<file path="src/rtl/cpu6_pipeline_ctrl.sv">
// -----------------------------------------------------------------------------
// cpu6_pipeline_ctrl
//
// Hazard and sequencing controller for the cpu6 5-stage pipeline. It decides,
// each cycle, whether the front of the pipeline holds, which pipeline
// registers receive a bubble, and whether fetch is redirected.
//
// Hazard sources, highest priority first:
//   1. mem_busy           : data memory is not ready, so the whole pipe holds.
//   2. DRAIN / REDIRECT   : an empty-pipeline sequence is in progress.
//   3. jumpE              : taken jump/branch resolved in E.
//   4. load-use           : the load in E feeds rs1/rs2 of the instruction in D.
//
// Empty-pipeline sequence, started by a serialising instruction in MEM:
//   request cycle  : flush F/D/E, hold PC, capture pcplus4M.
//   DRAIN          : keep flushing for max(DRAIN_CYCLES,1) non-busy cycles.
//   REDIRECT       : one cycle that refetches from the captured PC.
//
// Ports:
//   clk                 in   rising-edge clock
//   reset               in   asynchronous active-high reset
//   rs1D, rs2D          in   source register indices of the D instruction
//   memtoregE           in   E instruction is a load
//   writeregE           in   destination register of the E instruction
//   jumpE               in   taken jump/branch resolved in E
//   jump_targetE        in   target address for jumpE
//   empty_pipeline_reqM in   serialising instruction is in MEM
//   pcplus4M            in   pc+4 of the MEM instruction
//   mem_busy            in   data memory not ready
//   stallF/D/E          out  hold PC, IF/ID, ID/EX
//   flashD/E/M          out  clear the IF/ID, ID/EX, EX/MEM inputs
//   redirect_valid      out  load PC from redirect_pc this cycle
//   redirect_pc         out  new fetch address (0 when redirect_valid is 0)
//   busy                out  empty-pipeline sequence in progress
// -----------------------------------------------------------------------------
module cpu6_pipeline_ctrl #(
   parameter int XLEN         = 32,
   parameter int RFIDX_WIDTH  = 5,
   parameter int DRAIN_CYCLES = 2
) (
   input  logic                   clk,
   input  logic                   reset,
   input  logic [RFIDX_WIDTH-1:0] rs1D,
   input  logic [RFIDX_WIDTH-1:0] rs2D,
   input  logic                   memtoregE,
   input  logic [RFIDX_WIDTH-1:0] writeregE,
   input  logic                   jumpE,
   input  logic [XLEN-1:0]        jump_targetE,
   input  logic                   empty_pipeline_reqM,
   input  logic [XLEN-1:0]        pcplus4M,
   input  logic                   mem_busy,
   output logic                   stallF,
   output logic                   stallD,
   output logic                   stallE,
   output logic                   flashD,
   output logic                   flashE,
   output logic                   flashM,
   output logic                   redirect_valid,
   output logic [XLEN-1:0]        redirect_pc,
   output logic                   busy
);

   localparam logic [1:0] ST_IDLE     = 2'd0;
   localparam logic [1:0] ST_DRAIN    = 2'd1;
   localparam logic [1:0] ST_REDIRECT = 2'd2;

   // A DRAIN_CYCLES of 0 still needs one drain cycle.
   localparam logic [3:0] LP_DRAIN_LOAD = (DRAIN_CYCLES < 1) ? 4'd1 : 4'(DRAIN_CYCLES);

   logic [1:0]      r_state;
   logic [3:0]      r_cnt;
   logic [XLEN-1:0] r_saved_pc;
   logic            w_luse;

   // x0 is never a real destination, so a load to x0 cannot create a hazard.
   assign w_luse = memtoregE && (writeregE != '0) &&
                   ((writeregE == rs1D) || (writeregE == rs2D));

   // -- state / counter / saved PC ----------------------------------------
   // mem_busy freezes everything, which also defers a pending request.
   always_ff @(posedge clk or posedge reset) begin
      if (reset) begin
         r_state    <= ST_IDLE;
         r_cnt      <= 4'd0;
         r_saved_pc <= '0;
      end else if (!mem_busy) begin
         case (r_state)
            ST_IDLE: begin
               if (empty_pipeline_reqM) begin
                  r_state    <= ST_DRAIN;
                  r_cnt      <= LP_DRAIN_LOAD;
                  r_saved_pc <= pcplus4M;
               end
            end
            ST_DRAIN: begin
               if (r_cnt <= 4'd1) begin
                  r_state <= ST_REDIRECT;
                  r_cnt   <= 4'd0;
               end else begin
                  r_cnt <= r_cnt - 4'd1;
               end
            end
            ST_REDIRECT: r_state <= ST_IDLE;
            default:     r_state <= ST_IDLE;
         endcase
      end
   end

   // -- combinational controls ---------------------------------------------
   // Outputs are forced quiet while reset is held, regardless of inputs.
   always_comb begin
      stallF         = 1'b0;
      stallD         = 1'b0;
      stallE         = 1'b0;
      flashD         = 1'b0;
      flashE         = 1'b0;
      flashM         = 1'b0;
      redirect_valid = 1'b0;
      redirect_pc    = '0;
      busy           = 1'b0;
      if (!reset) begin
         busy = (r_state != ST_IDLE);
         if (mem_busy) begin
            stallF = 1'b1;
            stallD = 1'b1;
            stallE = 1'b1;
         end else begin
            case (r_state)
               ST_DRAIN: begin
                  stallF = 1'b1;
                  flashD = 1'b1;
                  flashE = 1'b1;
                  flashM = 1'b1;
               end
               ST_REDIRECT: begin
                  redirect_valid = 1'b1;
                  redirect_pc    = r_saved_pc;
                  flashD         = 1'b1;
               end
               default: begin
                  // The serialising request wins over a jump in E: the
                  // jump is younger and is killed along with it.
                  if (empty_pipeline_reqM) begin
                     stallF = 1'b1;
                     flashD = 1'b1;
                     flashE = 1'b1;
                     flashM = 1'b1;
                  end else if (jumpE) begin
                     redirect_valid = 1'b1;
                     redirect_pc    = jump_targetE;
                     flashD         = 1'b1;
                     flashE         = 1'b1;
                  end else if (w_luse) begin
                     stallF = 1'b1;
                     stallD = 1'b1;
                     flashE = 1'b1;
                  end
               end
            endcase
         end
      end
   end

endmodule

</file>
<file path="config.mk">
export PLATFORM = sky130hd
export DESIGN_NAME = cpu6_pipeline_ctrl
export DESIGN_NICKNAME = d
export VERILOG_FILES = /design/src/rtl/cpu6_pipeline_ctrl.sv
export SDC_FILE = /design/constraint.sdc
export NUM_CORES = 1
export LEC_CHECK = 0
export ABC_AREA = 1
export ABC_CLOCK_PERIOD_IN_PS = 2200
export BUFFER_PORTS_ARGS = -buffer_cell sky130_fd_sc_hd__buf_2
export CORE_ASPECT_RATIO = 1.4
export CORE_UTILIZATION = 30
export CTS_CLUSTER_DIAMETER = 50
export CTS_CLUSTER_SIZE = 24
export DETAILED_ROUTE_END_ITERATION = 16
export PLACE_DENSITY = 0.66
export SLEW_MARGIN = 10
export SYNTH_ARGS = -nofsm -noshare
export SYNTH_HDL_FRONTEND = slang
export SYNTH_SLANG_ARGS = --single-unit
export TNS_END_PERCENT = 50
</file>
<file path="constraint.sdc">
create_clock -name clk -period 2.2 [get_ports clk]
set_input_delay 0.22 -clock clk [delete_from_list [all_inputs] [get_ports clk]]
set_output_delay 0.22 -clock clk [all_outputs]
set_load 0.05 [all_outputs]
</file>
; ---- Word level (Yosys, flattened, before mapping)
; Cells that the tools add are included.
[op_classes]
add_sub_neg = 1
order_cmp = 1
n_eq_ne = 6
n_mux = 42
bitwise = 1
n_reduce_logical = 11
[op_table]
columns = cell, n
row1 = $mux W32, 4
row2 = $pmux W32 S2, 1
row3 = $mux W1, 27
row4 = $eq A5 B5 Y1, 2
row5 = $reduce_and A3 Y1, 3
row6 = $mux W4, 2
row7 = $pmux W1 S2, 4
row8 = $pmux W4 S2, 1
row9 = $reduce_bool A5 Y1, 1
row10 = $le A4 B1 Y1 const B, 1
row11 = $mux W2, 2
row12 = $ne A2 B2 Y1 const B, 2
row13 = $pmux W2 S2, 1
row14 = $reduce_bool A2 Y1, 2
row15 = $sub A4 B1 Y4 const B, 1
row16 = $eq A2 B1 Y1 const B, 1
row17 = $eq A2 B2 Y1 const B, 1
row18 = $logic_and A1 B1 Y1, 2
row19 = $logic_not A2 Y1, 1
row20 = $reduce_or A2 Y1, 1
row21 = $logic_or A1 B1 Y1, 1
row22 = $not A1 Y1, 1
[word_totals]
regBits = 38
input_bits = 85
output_inout_bits = 40
word_cells = 65

; ---- Depth between registers and ports, before layout
; Gate-level depths: netlist (run 1).
[depth]
word_depth = 9
ltp_mapped = 10
ltp_nobuf = 10

; ---- Worst setup path after synthesis (run 1)
; OpenSTA, ideal clock, no wires.
[synth_timing]
path_type = input to output
startpoint = in reset
endpoint = out redirect_pc[3]
arrival_ns = 2.827
setup_slack_ns = -0.847
cell_stages = 6
n_path_buf = 1
path_cell_list = inv_1 nand2_1 nor2_1 o21ai_2 buf_2 a211oi_1
[synth_between]
elab_chain_len = 1
[synth_lines]
columns = item, line
row1 = "start, declared", 42  ; input logic reset,
row2 = $mux W32, 121  ; if (!reset) begin
row3 = "end, declared", 59  ; output logic [XLEN-1:0] redirect_pc,
; No other way between the ends.

; ---- Final worst setup path (run 1)
[layout_timing]
startpoint = reg r_state[0]
endpoint = out redirect_pc[30]
[layout_between]
elab_chain_len = 4
[layout_lines]
columns = item, line
row1 = "start, declared", 70  ; logic [1:0] r_state;
row2 = "start signal, assigned", 83  ; r_state <= ST_IDLE;
row3 = "start signal, assigned", 90  ; r_state <= ST_DRAIN;
row4 = "start signal, assigned", 97  ; r_state <= ST_REDIRECT;
row5 = $eq A2 B2 Y1 or $eq A2 B1 Y1 (tied branches), 128  ; case (r_state)
row6 = $pmux W32 S2 (*), 128
row7 = $mux W32 (*), 123  ; if (mem_busy) begin
row8 = $mux W32 (*), 121
; Mark *: on every way between the ends. The rest lies on a longest branch, timed or not.

==> results of run 1 <==
-- worst max-delay path, stage by stage, from the launching register on --
cell      delay (ps)
dfrtp_1          400
inv_2             90
ha_4             220
buf_6            150
o21ai_4          280
buf_12           240
nor3_2            50
clkbuf_4         210
-- metrics by stage --
step	TNS (ps)	total power, mW	std cells	util	hold WS [ps]
final	0	5.27	536	0.470	110
after global routing	-35.3	5.63	536	0.470	147
after CTS	0	5.13	533	0.458	118
after detailed placement	0	4.48	525	0.434	439
after global placement	0	4.42	525	0.434	430
after floorplan	-727	3.77	306	-	203
-- routing by layer --
| metal | up-vias | share of wire |
|---|---|---|
| li1 | 1223 | - |
| met1 | 1102 | 0.42 |
| met2 | 61 | 0.53 |
| met3 | 7 | 0.039 |
| met4 | 0 | 0.015 |
| met5 | - | 0 |
-- cell families (layout without fill, tap and decap cells) --
group | count (synthesis) | count (layout)
flops | 38 | 38
compound gates | 25 | 25
fa+ha+maj | 5 | 5
simple gates | 158 | 158
mux | 25 | 25
buf+inv | 52 | 182
xor+xnor | 3 | 3
-- sequential cells by signal, summed over array words and instances, names as in the netlist --
| signal | count |
|---|---|
| r_state | 2 |
| r_saved_pc | 32 |
| r_cnt | 4 |
-- power by group --
group / internal [mW] / leakage (nW) / switching, mW
combinational: 1.38 / 1.53 / 2.17
sequential: 1.04 / 0.445 / 0.185
clock: 0.253 / 0.0482 / 0.232
-- how the worst max path moves through the flow --
stage | depth (start not counted) | to | slack (ps) | from
after floorplan | 9 | redirect_pc[3] | -70 | r_state[0]$_DFFE_PP0P_
after global placement | 9 | redirect_pc[25] | 240 | r_state[0]$_DFFE_PP0P_
after detailed placement | 9 | redirect_pc[17] | 150 | r_state[0]$_DFFE_PP0P_
after CTS | 7 | redirect_pc[30] | 0.2 | r_state[0]$_DFFE_PP0P_
after global routing | 9 | redirect_pc[16] | -20 | r_state[0]$_DFFE_PP0P_
final | 7 | redirect_pc[30] | 60 | r_state[0]$_DFFE_PP0P_
-- timing repair --
action	4_1_cts	5_1_grt
cloned	0	1
setup buffers	0	2
setup endpoints to repair	33	36
pin swaps	1	0
gates resized for setup	34	17
-- cells in the final DEF (no fill, tap or decap), drive strengths merged --
cell type and count:
nand2 37, ha 5, a211oi 7, buf 130, dfrtp 38, mux2 25
a21oi 10, clkinv 2, nand3 5, nor2 87, nand4 2, clkinvlp 1
nor3 27, xnor2 2, inv 36, clkbuf 13, o21ai 7, o22ai 1
xor2 1
-- cell type report --
class                      instances  area, µm²  area share
inverter                          38        148      0.0400
sequential                        38        951       0.258
multi-input combinational        216       1500       0.406
clock buffer                       7       86.3      0.0234
timing repair buffer             136        877       0.238
tap                              100        125      0.0339
clock inverter                     1       5.00     0.00136
==> out/summary.txt, run 1 <==
Unique masters post-synth -> 24
Final period utilization -> 0.972
Hold_buf cts -> 0
Max-Cap Viols -> 0
Worst Max-Slew Pin Slew -> 523 ps
Fillers -> 794
First drt pass iteration count -> 4
Yosys reg bits -> 38
Worst flop-to-flop path startpoint -> r_state[0]$_DFFE_PP0P_
Grt met3 use -> 0.0251
Number of synthesized flops with an enable pin -> 0
Crit path kind -> flip-flop to output pin
Startpoint Class -> flip-flop
Fmax -> 0.468 GHz
Core box area -> 7850 µm²
Die ar. -> 8520 µm²
Place WS -> 153 ps
Asr flop ratio synth -> 1.00
Met1 Usage GRT -> 0.164
GR Util met2 -> 0.278
Reg2reg end -> r_saved_pc[27]$_DFFE_PP0P_
Largest family of logic cells by synthesized area -> simple AND/OR/NAND/NOR gates
Post-synthesis simple-gate area fraction -> 0.264
Top Ports -> 125
Mapped cell area -> 2440 µm²
Post-synth top area cell -> dfrtp_1
Initial Util -> 0.312
GRT busiest layer -> met2
Synth Area in Compound Gates -> 0.0645
Syn_area_per_cell -> 7.99 µm²
Routability cong. -> 0.830
Cell area after layout -> 3690 µm²
Worst-path fanout max -> 19
Most frequent cell after synthesis -> nor2_1
Final Hold Viols -> 0
H-tree level count -> 2
Detail Route Antenna Nets -> 0
Final Worst Setup Slack -> 61.2 ps
Vias/cell -> 4.46
Pwr dens -> 1430 nW/µm²
Chip Height -> 109 µm
Detailed-route via count -> 2393
Die Wd -> 78.3 µm
IO Port Bufs -> 124
Worst Path Required -> 1980 ps
Tmin final -> 2140 ps
Reg2reg path depth -> 8
Clk buf depth -> 2
Placed Area -> 3400 µm²
Critical Path End Type -> output pin
Worst reg2reg setup slack -> 570 ps
Wirelength, routed -> 6.35 mm
Dominant register cell in the synthesized netlist -> dfrtp_1
Largest cells by area after synthesis -> dfrtp_1 (39%), mux2_4 (15%), nor2_1 (13%), inv_1 (5.5%), nor3_1 (5.5%)
Diodes inserted -> 0
Synth cell count leaders -> nor2_1 (86), dfrtp_1 (38), inv_1 (36)
Syn. warnings -> 0
Leakage -> 2.02 nW
Slew Viols, Final -> 0
WP data arrival -> 1920 ps
XOR/XNOR share of the synthesized area -> 0.0107
Final #Nets -> 525
CTS tree -> built
Initial DRC Count -> 39
Inserted Clock Buffers -> 5
Clock Skews -> 7.36 ps
Global-route wire length before repair -> 9.98 mm
Congestion Overflow GR -> 0
Status -> completed
Seq/Total Area, Yosys -> 0.389
Mux cell area share after synthesis -> 0.154
Root buf cell -> clkbuf_8
Clock Latency Late Sink -> 280 ps
Synth-to-Final Area Change -> 50.9%
Yosys top cell area share -> 0.389
Hold Path Class -> input port to async pin
Number of global-route vias before repair -> 2338
Antenna violations before repair -> 0
DRC -> 0
Adder-cell share of the synthesized area -> 0.0256
HPWL after DPL -> 4.80 mm
Mapped Cells -> 306
Share of cells above drive strength 1 -> 0.486
VDD IR max -> 0.647 mV
Total GRT Usage -> 0.147
Clock Sinks -> 38
Final setup vio count -> 0
Reg clk slew, reported paths -> 70 ps
Worst slew margin -> 0.651
Largest net degree at the start of global routing -> 42
Post-DR wirelength/cell -> 11.9 µm
# rows -> 38
Syn nets -> 396
(Power assumes the default switching activity.)
==> inputs of run 2 (changes only) <==
ABC_CLOCK_PERIOD_IN_PS = 2500   (was 2200)
clock period = 2.5 ns   (was 2.2 ns; I/O delays follow)
==> out/summary.txt, run 2 (synthesized netlist as in run 1, its figures left out) <==
Clock Sinks -> 38 (unchanged)
Clock Latency Late Sink -> 280 ps (about the same)
Initial DRC Count -> 66 (was 39)
Worst-path fanout max -> 13 (was 19)
RSZ-0062 raised after global routing -> no
Final #Nets -> 520 (was 525)
First drt pass iteration count -> 4 (unchanged)
Critical path startpoint -> r_state[0]$_DFFE_PP0P_ (unchanged)
HPWL after DPL -> 4.83 mm (was 4.80 mm)
Most flops, register -> r_saved_pc (unchanged)
Startpoint Class -> flip-flop (unchanged)
Top Ports -> 125 (unchanged)
VDD IR max -> 0.616 mV (was 0.647 mV)
Final Hold Viols -> 0 (unchanged)
Slowest CP cell -> dfrtp_1 (unchanged)
Worst slew margin -> 0.658 (was 0.651)
Register area -> 951 µm² (unchanged)
Die Wd -> 78.3 µm (unchanged)
Final period utilization -> 0.933
Share of cells above drive strength 1 -> 0.466 (was 0.486)
Total GRT Usage -> 0.154 (was 0.147)
Pwr dens -> 1230 nW/µm² (was 1430 nW/µm²)
Logic depth of the worst path, buffers included -> 9 (was 7)
Vias/cell -> 4.55 (was 4.46)
Fillers -> 811 (was 794)
Final Worst Setup Slack -> 168 ps (was 61.2 ps)
Crit path cell chain -> inv_1 -> ha_2 -> clkinv_2 -> nor2_1 -> nor2_2 -> o21ai_4 -> buf_4 -> a211oi_1 -> buf_4 (was inv_2 -> ha_4 -> buf_6 -> o21ai_4 -> buf_12 -> nor3_2 -> clkbuf_4)
Global-route wire length before repair -> 10.3 mm (was 9.98 mm)
Status -> completed (unchanged)
Buf/Inv on CP -> 4 (unchanged)
Finished Core Util -> 0.441 (was 0.470)
Detail Route Antenna Nets -> 0 (unchanged)
CTS tree -> built (unchanged)
Hold slack -> 132 ps (was 110 ps)
Reg2reg end -> r_saved_pc[17]$_DFFE_PP0P_ (was r_saved_pc[27]$_DFFE_PP0P_)
DRC -> 0 (unchanged)
H-tree level count -> 2 (unchanged)
IO Port Bufs -> 124 (unchanged)
Inserted Clock Buffers -> 5 (unchanged)
Detailed-route via count -> 2416 (was 2393)
Routability cong. -> 0.784 (was 0.830)
Diodes inserted -> 0 (unchanged)
WP data arrival -> 2080 ps (was 1920 ps)
Multi-input gate area -> 1420 µm² (was 1500 µm²)
Largest register FFs -> 32 (unchanged)
Final setup vio count -> 0 (unchanged)
Reg clk slew, reported paths -> 70 ps (about the same)
CP top delay family -> buffers and inverters (unchanged)
Worst flop-to-flop path startpoint -> r_state[0]$_DFFE_PP0P_ (unchanged)
Top flop regs -> r_saved_pc (32), r_cnt (4), r_state (2) (unchanged)
Crit path kind -> flip-flop to output pin (unchanged)
Clock Skews -> 2.47 ps (was 7.36 ps)
Root buf cell -> clkbuf_8 (unchanged)
Fmax -> 0.429 GHz
Max-Cap Viols -> 0 (unchanged)
Hold Path Class -> input port to async pin (unchanged)
Post-CTS Setup Bufs -> 0 (unchanged)
Die ar. -> 8520 µm² (unchanged)
# rows -> 38 (unchanged)
Wirelength, routed -> 6.35 mm (about the same)
Crit path to -> redirect_pc[2] (was redirect_pc[30])
Slew Viols, Final -> 0 (unchanged)
Worst Max-Slew Pin Slew -> 514 ps (was 523 ps)
Worst reg2reg setup slack -> 690 ps (was 570 ps)
Congestion Overflow GR -> 0 (unchanged)
Synth-to-Final Area Change -> 41.7% (was 50.9%)
Critical Path Most Common Cell -> buf_4
Chip Height -> 109 µm (unchanged)
Core box area -> 7850 µm² (unchanged)
Tmin final -> 2330 ps
Tot Pwr -> 4.26 mW (was 5.27 mW)
Post-DR wirelength/cell -> 12.0 µm (was 11.9 µm)
Most frequent cells in the layout -> buf_2 (103), nor2_1 (85), dfrtp_1 (38), inv_1 (35), nand2_1 (35) (was buf_2 (92), nor2_1 (85), dfrtp_1 (38), nand2_1 (35), inv_1 (33))
Reg2reg path depth -> 8 (unchanged)
Number of global-route vias before repair -> 2394 (was 2338)
Leakage -> 1.96 nW (was 2.02 nW)
Initial Util -> 0.312 (unchanged)
Clk buf depth -> 2 (unchanged)
Place WS -> 272 ps (was 153 ps)
Largest net degree at the start of global routing -> 42 (unchanged)
Critical Path End Type -> output pin (unchanged)
Setup_tns -> 0 ps (unchanged)
Most common cell after layout, fill and taps aside -> buf_2 (unchanged)
Largest stage delay, worst path -> 400 ps (about the same)
Antenna violations before repair -> 0 (unchanged)
Worst Path Required -> 2250 ps (was 1980 ps)
[run 2: cell count changes in the layout (fill, tap and decap cells not counted), sizes merged]
cell,change
buf,-12
clkbuf,+7
[run 2: power by group]
group / switching (mW) / leakage, nW / total, mW / internal (mW)
clock: 0.204 / 0.0482 / 0.426 / 0.222
combinational: 1.77 / 1.47 / 2.76 / 0.989
sequential: 0.159 / 0.445 / 1.08 / 0.916
[run 2: routing by layer]
layer  track usage  share of wire  vias to the layer above
met5             0              0                        -
met4        0.0529          0.011                        0
met3        0.0310          0.047                        6
met2         0.293           0.54                       71
met1         0.167           0.40                     1126
li1              -              -                     1213
[run 2: how the worst min path moves through the flow]
stage,depth (start not counted),slack [ps],endpoint
3_5_place_dp,3,460,r_saved_pc[7]$_DFFE_PP0P_
3_3_place_gp,3,460,r_saved_pc[7]$_DFFE_PP0P_
6_report,3,130,r_saved_pc[7]$_DFFE_PP0P_
4_1_cts,3,150,r_saved_pc[7]$_DFFE_PP0P_
2_1_floorplan,1,230,r_cnt[0]$_DFFE_PP0P_
5_1_grt,2,170,r_saved_pc[21]$_DFFE_PP0P_
[run 2: metrics by stage]
step	cell area, µm²	instances
4_1_cts	3410	531
3_5_place_dp	3310	523
3_3_place_gp	3310	523
5_1_grt	3460	531
2_1_floorplan	2580	306
6_report	3460	531
[run 2: worst register-to-register path, cell delays in order (launching register included)]
cell	delay [ps]
dfrtp_1	400
inv_1	90
ha_2	230
nand2_1	80
nand2_2	90
inv_2	50
nand2_2	60
buf_4	330
mux2_4	350
[run 2: final cells by class]
type | count | share of cell area
Timing Repair Buffer | 131 | 0.212
Sequential cell | 38 | 0.275
Inverter | 38 | 0.0426
Tap cell | 100 | 0.0361
Multi-Input combinational cell | 216 | 0.409
Clock inverter | 1 | 0.00145
Clock buffer | 7 | 0.0249
[run 2: timing repair]
| action | in CTS | in global routing |
|---|---|---|
| hold buffers | 0 | 0 |
| setup endpoints to repair | 11 | 33 |
| resized for setup | 6 | 22 |
